### config.mk
export PLATFORM = sky130hd
export DESIGN_NAME = iterative_shift_unit_flat
export DESIGN_NICKNAME = d
export VERILOG_FILES = /design/src/rtl/iterative_shift_unit_pkg.sv /design/src/rtl/iterative_shift_unit_if.sv /design/src/rtl/iterative_shift_unit_step.sv /design/src/rtl/iterative_shift_unit.sv /design/src/flat_wrapper.sv
export SDC_FILE = /design/constraint.sdc
export NUM_CORES = 1
export LEC_CHECK = 0
export ABC_CLOCK_PERIOD_IN_PS = 3200
export CELL_PAD_IN_SITES_DETAIL_PLACEMENT = 2
export CELL_PAD_IN_SITES_GLOBAL_PLACEMENT = 2
export CORE_AREA = 2 2 168 170
export CTS_CLUSTER_DIAMETER = 60
export DETAILED_ROUTE_END_ITERATION = 6
export DIE_AREA = 0 0 170 172
export PLACE_DENSITY_LB_ADDON = 0.05
export SYNTH_ARGS = -nofsm -noshare
export SYNTH_HDL_FRONTEND = slang
export SYNTH_SLANG_ARGS = --single-unit
### constraint.sdc
create_clock -name clk -period 3.2 [get_ports clk]
set_clock_uncertainty 0.15 [all_clocks]
set_input_delay 0.96 -clock clk [delete_from_list [all_inputs] [get_ports clk]]
set_output_delay 0.96 -clock clk [all_outputs]
set_load 0.02 [all_outputs]
### src/rtl/iterative_shift_unit_pkg.sv
// Shared types and constants for the iterative shift unit.
package shift_unit_pkg;

    typedef enum logic [1:0] {S_IDLE, S_SHIFT, S_DONE} shift_state_t;

    localparam logic DIR_LEFT  = 1'b0;
    localparam logic DIR_RIGHT = 1'b1;

endpackage

### src/rtl/iterative_shift_unit_if.sv
// Operand/result handshake bundle between ID/EX registers, the shifter and the EX result mux.
interface iterative_shift_unit_if #(
    parameter int WIDTH   = 64,
    parameter int SHAMT_W = 6
);
    logic               in_valid;
    logic               in_ready;
    logic [WIDTH-1:0]   in_data;
    logic [SHAMT_W-1:0] in_shamt;
    logic               in_dir;
    logic               out_valid;
    logic               out_ready;
    logic [WIDTH-1:0]   out_data;

    modport master (
        output in_valid, in_data, in_shamt, in_dir, out_ready,
        input  in_ready, out_valid, out_data
    );

    modport slave (
        input  in_valid, in_data, in_shamt, in_dir, out_ready,
        output in_ready, out_valid, out_data
    );
endinterface

### src/rtl/iterative_shift_unit_step.sv
// One iteration of the shifter: conditional shift of acc by 2^step, left or right.
module linear_shift_right #(
    parameter int WIDTH = 64,
    parameter int SHIFT = 1
) (
    input  logic [WIDTH-1:0] din,
    output logic [WIDTH-1:0] dout
);
    assign dout = {{SHIFT{1'b0}}, din[WIDTH-1:SHIFT]};
endmodule

module shift_step
    import shift_unit_pkg::*;
#(
    parameter int WIDTH   = 64,
    parameter int SHAMT_W = 6
) (
    input  logic [WIDTH-1:0]   acc,
    input  logic [SHAMT_W-1:0] step,
    input  logic               dir,
    input  logic               en,
    output logic [WIDTH-1:0]   next_acc
);
    logic [WIDTH-1:0]              rev_in, src, sel, rev_sel;
    logic [SHAMT_W-1:0][WIDTH-1:0] sh;

    // Left shifts reuse the right shifters by mirroring the word in and out.
    for (genvar i = 0; i < WIDTH; i++) begin : g_rev
        assign rev_in[i]  = acc[WIDTH-1-i];
        assign rev_sel[i] = sel[WIDTH-1-i];
    end

    assign src = (dir == DIR_RIGHT) ? acc : rev_in;

    for (genvar k = 0; k < SHAMT_W; k++) begin : g_sh
        linear_shift_right #(.WIDTH(WIDTH), .SHIFT(1 << k)) u_lsr (
            .din  (src),
            .dout (sh[k])
        );
    end

    always_comb begin
        sel = src;
        for (int k = 0; k < SHAMT_W; k++)
            if (step == SHAMT_W'(k)) sel = sh[k];
    end

    assign next_acc = !en ? acc : ((dir == DIR_RIGHT) ? sel : rev_sel);
endmodule

### src/rtl/iterative_shift_unit.sv
// Multi-cycle LSL/LSR: one shamt bit per cycle, LSB first, fixed latency SHAMT_W+1.
module iterative_shift_unit
    import shift_unit_pkg::*;
#(
    parameter int WIDTH   = 64,
    parameter int SHAMT_W = 6
) (
    input  logic                 clk,
    input  logic                 reset,
    input  logic                 flush,
    iterative_shift_unit_if.slave bus
);
    shift_state_t       state_q, state_d;
    logic [WIDTH-1:0]   acc, next_acc;
    logic [SHAMT_W-1:0] shamt_q, step;
    logic               dir_q, bit_en, accept;

    assign bus.in_ready  = (state_q == S_IDLE) && !reset;
    assign bus.out_valid = (state_q == S_DONE);
    assign bus.out_data  = (state_q == S_DONE) ? acc : '0;

    always_comb begin
        bit_en = 1'b0;
        for (int k = 0; k < SHAMT_W; k++)
            if (step == SHAMT_W'(k)) bit_en = shamt_q[k];
    end

    shift_step #(.WIDTH(WIDTH), .SHAMT_W(SHAMT_W)) u_step (
        .acc      (acc),
        .step     (step),
        .dir      (dir_q),
        .en       (bit_en),
        .next_acc (next_acc)
    );

    always_comb begin
        state_d = state_q;
        accept  = 1'b0;
        case (state_q)
            S_IDLE: if (bus.in_valid && !flush) begin
                state_d = S_SHIFT;
                accept  = 1'b1;
            end
            S_SHIFT: if (step == SHAMT_W'(SHAMT_W - 1)) state_d = S_DONE;
            S_DONE:  if (bus.out_ready) state_d = S_IDLE;
            default: state_d = S_IDLE;
        endcase
        // Flush wins over accept and over the output handshake; acc is left alone.
        if (flush) state_d = S_IDLE;
    end

    always_ff @(posedge clk) begin
        if (reset) begin
            state_q <= S_IDLE;
            acc     <= '0;
            shamt_q <= '0;
            dir_q   <= 1'b0;
            step    <= '0;
        end else begin
            state_q <= state_d;
            if (accept) begin
                acc     <= bus.in_data;
                shamt_q <= bus.in_shamt;
                dir_q   <= bus.in_dir;
                step    <= '0;
            end else if (state_q == S_SHIFT && !flush) begin
                acc  <= next_acc;
                step <= step + SHAMT_W'(1);
            end
        end
    end
endmodule
### src/flat_wrapper.sv
// flat-port wrapper written by rule: the top's interface ports become plain ports
module iterative_shift_unit_flat import shift_unit_pkg::*;
#(
    parameter int WIDTH   = 64,
    parameter int SHAMT_W = 6
)
  (clk, reset, flush, bus_in_valid, bus_in_data, bus_in_shamt, bus_in_dir, bus_out_ready, bus_in_ready, bus_out_valid, bus_out_data);
  iterative_shift_unit_if #(.WIDTH(WIDTH), .SHAMT_W(SHAMT_W)) bus_i ();
  input  logic clk;
  input  logic reset;
  input  logic flush;
  input wire logic [$bits(bus_i.in_valid)-1:0] bus_in_valid;
  input wire logic [$bits(bus_i.in_data)-1:0] bus_in_data;
  input wire logic [$bits(bus_i.in_shamt)-1:0] bus_in_shamt;
  input wire logic [$bits(bus_i.in_dir)-1:0] bus_in_dir;
  input wire logic [$bits(bus_i.out_ready)-1:0] bus_out_ready;
  output wire logic [$bits(bus_i.in_ready)-1:0] bus_in_ready;
  output wire logic [$bits(bus_i.out_valid)-1:0] bus_out_valid;
  output wire logic [$bits(bus_i.out_data)-1:0] bus_out_data;
  assign bus_i.in_valid = bus_in_valid;
  assign bus_i.in_data = bus_in_data;
  assign bus_i.in_shamt = bus_in_shamt;
  assign bus_i.in_dir = bus_in_dir;
  assign bus_i.out_ready = bus_out_ready;
  assign bus_in_ready = bus_i.in_ready;
  assign bus_out_valid = bus_i.out_valid;
  assign bus_out_data = bus_i.out_data;
  iterative_shift_unit #(.WIDTH(WIDTH), .SHAMT_W(SHAMT_W)) u_core (.clk(clk), .reset(reset), .flush(flush), .bus(bus_i));
endmodule
== Word-level counts from Yosys, hierarchy flattened ==
Index checks and enable logic that the tools add are counted.

* Register bits after elaboration: 79
* Input port bits: 76
* Output and inout bits: 66
* Word-level logic and storage cells: 53

* Add/sub/neg operators: 1
* Eq/ne operators: 10
* Muxes and demuxes: 24
* Reductions and logical operators: 13

{| class="wikitable"
|+ Operators by type and width
! kind !! count
|-
| two-way mux 64 bit || 12
|-
| equality test 6 x 2 -> 1 bit (second input constant) || 2
|-
| equality test 6 x 3 -> 1 bit (second input constant) || 2
|-
| two-way mux 1 bit || 8
|-
| adder 6 x 1 -> 6 bit (second input constant) || 1
|-
| equality test 6 x 1 -> 1 bit (second input constant) || 1
|-
| logical NOT 6 bit || 1
|-
| two-way mux 2 bit || 3
|-
| case mux 2 bit (3 select lines) || 1
|-
| != test 2 bit (second input constant) || 2
|-
| nonzero test 2 bit || 2
|-
| OR reduction 2 bit || 2
|-
| logical AND 1 bit || 3
|-
| AND reduction 3 bit || 1
|-
| equality test 2 x 1 -> 1 bit (second input constant) || 1
|-
| equality test 2 bit (second input constant) || 1
|-
| logical NOT 1 bit || 2
|-
| logical NOT 2 bit || 1
|-
| != test 2 x 1 -> 1 bit (second input constant) || 1
|-
| AND reduction 2 bit || 1
|}

== Longest topological paths before layout ==
* Depth after elaboration: 11
* Gate-level depth with buffers: 12
* Depth with buffers taken out: 9

== Cells and area by module ==
Synthesis repeated with hierarchy kept, for this count alone.

* Cell total of the unflattened synthesis: 1,523
* Area, all modules: 12,503.2 µm²

{| class="wikitable"
|+ Modules (own cells, without submodules)
! module !! times used !! cells an instance !! area each (µm²) !! seq. area each (µm²)
|-
| shift_step || 1 || 610 || 5,626.6 || 0.0
|-
| iterative_shift_unit || 1 || 523 || 3,971.3 || 1,581.5
|-
| linear_shift_right || 6 || 65 || 484.2 || 0.0
|}

== Worst setup path after synthesis ==
No wires, ideal clock.

* Path kind: input-to-output
* From: input port reset
* To: output port bus_in_ready
* Arrival: 1.809 ns
* Required time: 2.090 ns
* Path slack: 0.281 ns
* Cell stages on the path: 3
* Path through: clkbuf_1 -> buf_1 -> nor3_1

* Cells in the longest elaborated chain, start to end: 2

{| class="wikitable"
|+ Ends and longest elaborated chain
! what !! line !! text
|-
| start: declaration || flat_wrapper.sv:10 || <nowiki>input logic reset;</nowiki>
|-
| logical NOT 1 bit || iterative_shift_unit.sv:18 || <nowiki>assign bus.in_ready = (state_q == S_IDLE) && !reset;</nowiki>
|-
| logical AND 1 bit || iterative_shift_unit.sv:18 ||
|-
| end: declaration || flat_wrapper.sv:17 || <nowiki>output wire logic [$bits(bus_i.in_ready)-1:0] bus_in_ready;</nowiki>
|}

Every way passes these cells.

== Worst setup path after layout ==
* From: register u_core.state_q[1]
* To: output port bus_out_data[47]

* Cells in the longest elaborated chain, start to end: 2

{| class="wikitable"
|+ Ends and longest elaborated chain
! what !! line !! text
|-
| start: declaration || iterative_shift_unit.sv:13 || <nowiki>shift_state_t state_q, state_d;</nowiki>
|-
| start signal: assignment || iterative_shift_unit.sv:60 || <nowiki>state_q <= state_d;</nowiki>
|-
| equality test 2 bit || iterative_shift_unit.sv:20 || <nowiki>assign bus.out_data = (state_q == S_DONE) ? acc : '0;</nowiki>
|-
| two-way mux 64 bit || iterative_shift_unit.sv:20 ||
|-
| end: declaration || flat_wrapper.sv:19 || <nowiki>output wire logic [$bits(bus_i.out_data)-1:0] bus_out_data;</nowiki>
|}

Every way passes these cells.

==> flow_metrics.tcl <==
set metrics [dict create \
    initial_antenna_violation_count 2 \
    drt-pass1-iter-count 7 \
    worstPathRequired_ns 2.09 \
    drtAntennaViolNets 0 \
    floorplan.io_pins 142 \
    worst-r2r-setup-slack_ns 0.09 \
    area_growth_syn_to_layout_pct 37.0 \
    drc 0 \
    critPathMaxStageDelay_ns 0.60 \
    synth_area_leaders "dfxtp_1, mux2i_1, nand2_1, and2_1, o221ai_1" \
    ys_seq_area_frac 0.189 \
    critPathBufInv 2 \
    critPathLaunch "u_core.state_q[1]$_SDFFE_PP0P_" \
    htree_num_levels 3 \
    setup_viol_count_final 0 \
    worstPathCellList "nor2b_4, clkbuf_16, and2_1, clkdlybuf4s50_1" \
    grt_pass1_wl_mm 77.4 \
    crit_end "bus_out_data[47]" \
    core-area_um2 27500 \
    globalRoute.totalOverflow 0 \
    use_met3 0.0847 \
    synth_ff_type "dfxtp_1" \
    syn-num-nets 1205 \
    floorplan.initialDensity 0.304 \
    fin_area_um2 11400 \
    p_leak_uw 0.00415 \
    nFillCells 3157 \
    grt_most_used_layer "met2" \
    port-buffer-count 141 \
    worst_hold_path_type "reg2reg" \
    finalWorstPathRequiredPeriod_ns 3.13 \
    max_cap_viol_count 0 \
    power_density_nw_per_um2 267 \
    core.rowCount 61 \
    criticalPathCategory "reg2out" \
    timing.rr.start "u_core.step[5]$_SDFFE_PP0P_" \
    async_reset_ff_frac 0 \
    data_arrival_time_at_the_worst_slack_endpoint_ns 2.02 \
    critical_path_depth 4 \
    die_w_um 170 \
    finish.net_count 1406 \
    drt-vias-per-instance 6.62 \
    clock-root-buffer "clkbuf_16" \
    dp_cells 1660 \
    cts_num_sinks 79 \
    timing.reg2reg.worst_path_depth 8 \
    synth_edf_count 0 \
    hold_viol_final 0 \
    power.total_uw 3060 \
    placedInstanceArea_um2 11100 \
    gp_congestion 0.964 \
    globalRouteMet2Util 0.535 \
    status "complete, no violations" \
    crit_path_max_fanout 33 \
    cts_hold_buf 0 \
    synth.ff_latch_count 79 \
    floorplan.die.height_um 172 \
    drt-wirelength-per-cell_um 32.0 \
    remaining_max_slew_budget_at_the_tightest_pin 0.429 \
    clk_transition_reported_paths_ns 0.07 \
    stdcell_count 1678 \
    crit-reg2reg-capture "u_core.acc[45]$_SDFFE_PP0P_" \
    type_of_origin_of_the_critical_path "register" \
    postSynthCellCount 1125 \
    synth_top_area_cell "dfxtp_1" \
    floorplan.die_area_um2 29200 \
    yosysTopAreaCellShare 0.189 \
    maxSlewViolCount 0 \
    average_instance_area_after_synthesis_um2 7.42 \
    layout-drive-gt1-share 0.181 \
    detailed_place_hpwl_mm 40.7 \
    finalSetupTns_ns 0 \
    use_met1 0.507 \
    netlist_area_um2 8350 \
    worst_hold_startpoint "u_core.shamt_q[4]$_SDFFE_PP0P_" \
    number_of_library_cell_types_mapped_by_synthesis 77 \
    detail_route.iter0.violations 1082 \
    peakVddDrop_mv 0.170 \
    maximum_number_of_pins_on_one_net_before_global_route_repair 67 \
    tritoncts "done" \
    number_of_vias_after_detailed_routing 11100 \
    critPathSlowestCell "clkdlybuf4s50_1" \
    grt_pass1_vias 11200 \
    numCtsBuffers 9 \
    synthesis.yosys.warnings 0 \
    critical_path.top_delay_family "buffers and inverters" \
    fmax_achieved_ghz 0.319 \
    grt_util_all_layers 0.360 \
    clockBufferDepth 2 \
    worstSkewPairLatency_ns 0.36 \
    tcrit_tclk_final 0.978 \
    rsz0062_at_grt "false" \
    routed_wirelength_mm 53.6 \
    sort_of_element_at_the_end_of_the_critical_path "primary output" \
    tightest_slew_ns 0.833 \
]
power by group:
group	internal, µW	switching, µW	total [µW]
logic	378	541	919
registers	1030	72.5	1100
clock network	566	475	1040
sequential cells by signal, indices dropped and copies added (netlist names):
name / count
u_core.dir_q: 1
u_core.shamt_q: 6
u_core.state_q: 2
u_core.acc: 64
u_core.step: 6
metrics by stage:
stage	setup WS (ns)	utilization	hold WS (ns)
2_1_floorplan	0.281	-	0.286
3_3_place_gp	-0.00154	0.403	0.303
3_5_place_dp	-0.0325	0.403	0.311
4_1_cts	0.0129	0.414	0.325
5_1_grt	0.00580	0.416	0.344
6_report	0.0694	0.416	0.320
synthesized netlist by cell type, types with 4 or more instances:
cell and instances:
ha_1 4, o22ai_1 49, a31oi_1 16, a221o_1 7
o221ai_1 45, a211oi_1 36, a311oi_1 6, and2_1 68
nand3_1 24, buf_2 29, o2111ai_1 6, nor3_1 23
buf_4 12, o21ai_1 11, clkbuf_1 61, mux2_2 29
nor2_1 79, nand2_1 116, inv_1 5, o21ai_0 63
a21oi_1 74, o211ai_1 21, a2111oi_0 6, a2bb2oi_1 4
dfxtp_1 79, mux2i_1 90, a22oi_1 42, buf_1 9
a221oi_1 24, and3_1 4
layer usage:
layer,vias to the layer above,routed length [µm],part of all wire
met5,-,0,0
met4,0,1970,0.037
met1,5587,24300,0.45
met2,623,22200,0.41
li1,4773,-,-
met3,128,5190,0.097
worst reg2reg max path: cells and delay by family, from the launching register on:
kind                   cells  cell delay, ns
flip-flops                 1            0.40
buffers and inverters      1            0.19
AND/OR/NAND/NOR            2            0.79
AO/OA/AOI/OAI              5            1.44
cell usage in the layout (no fill, tap or decap), types with 3 or more instances in the layout:
master           instances
a2111oi_0                4
a211oi_1                35
a21oi_1                 74
a221o_1                  7
a221oi_1                23
a221oi_2                 3
a22o_1                   3
a22oi_1                 42
a2bb2oi_1                4
a311oi_1                 6
a31oi_1                 16
and2_1                  68
and3_1                   4
buf_12                  15
buf_4                  147
clkbuf_16               10
clkdlybuf4s50_1        138
clkinvlp_4               3
dfxtp_1                 77
ha_1                     4
inv_1                    5
mux2_2                  29
mux2i_1                 90
nand2_1                116
nand2_2                  3
nand3_1                 24
nand4_1                  3
nor2_1                  79
nor2_8                   3
nor3_1                  23
nor4_1                   3
o2111ai_1                6
o211ai_1                21
o21ai_0                 61
o21ai_1                 13
o221ai_1                45
o22ai_1                 49
o41ai_1                  3
or3_1                    3
xor2_1                   3
kinds of logic after synthesis:
kind of cell    count (synthesis)  share of synthesized area
fa+ha+maj                       4                    0.00600
buf+inv                       121                     0.0669
flops                          79                      0.189
compound gates                448                      0.374
mux                           120                      0.150
xor+xnor                        4                    0.00420
simple gates                  349                      0.210
worst min-delay path by stage:
stage / end / slack (ns) / cells after the start
2_1_floorplan: u_core.shamt_q[3]$_SDFFE_PP0P_ / 0.29 / 2
3_3_place_gp: u_core.shamt_q[2]$_SDFFE_PP0P_ / 0.30 / 2
3_5_place_dp: u_core.shamt_q[2]$_SDFFE_PP0P_ / 0.31 / 2
4_1_cts: u_core.shamt_q[2]$_SDFFE_PP0P_ / 0.32 / 2
5_1_grt: u_core.shamt_q[3]$_SDFFE_PP0P_ / 0.34 / 2
6_report: u_core.shamt_q[4]$_SDFFE_PP0P_ / 0.32 / 2
area by class of cell:
class / count / area [µm²] / share of cell area
multi-input cells: 925 / 6260 / 0.548
inverters: 7 / 26.3 / 0.00230
repair buffers: 304 / 2840 / 0.248
clock buffers: 11 / 253 / 0.0221
well taps: 346 / 433 / 0.0379
clock inverters: 5 / 32.5 / 0.00284
diodes: 1 / 2.50 / 0.000219
flip-flops and latches: 79 / 1590 / 0.139
what timing repair did:
item                                    4_1_cts  5_1_grt
endpoints found under the hold margin         0        0
resized for setup                             0       12
endpoints found under the setup margin        0       75
setup buffers                                 0        0
No activity file was read; power rests on OpenSTA's default activity.
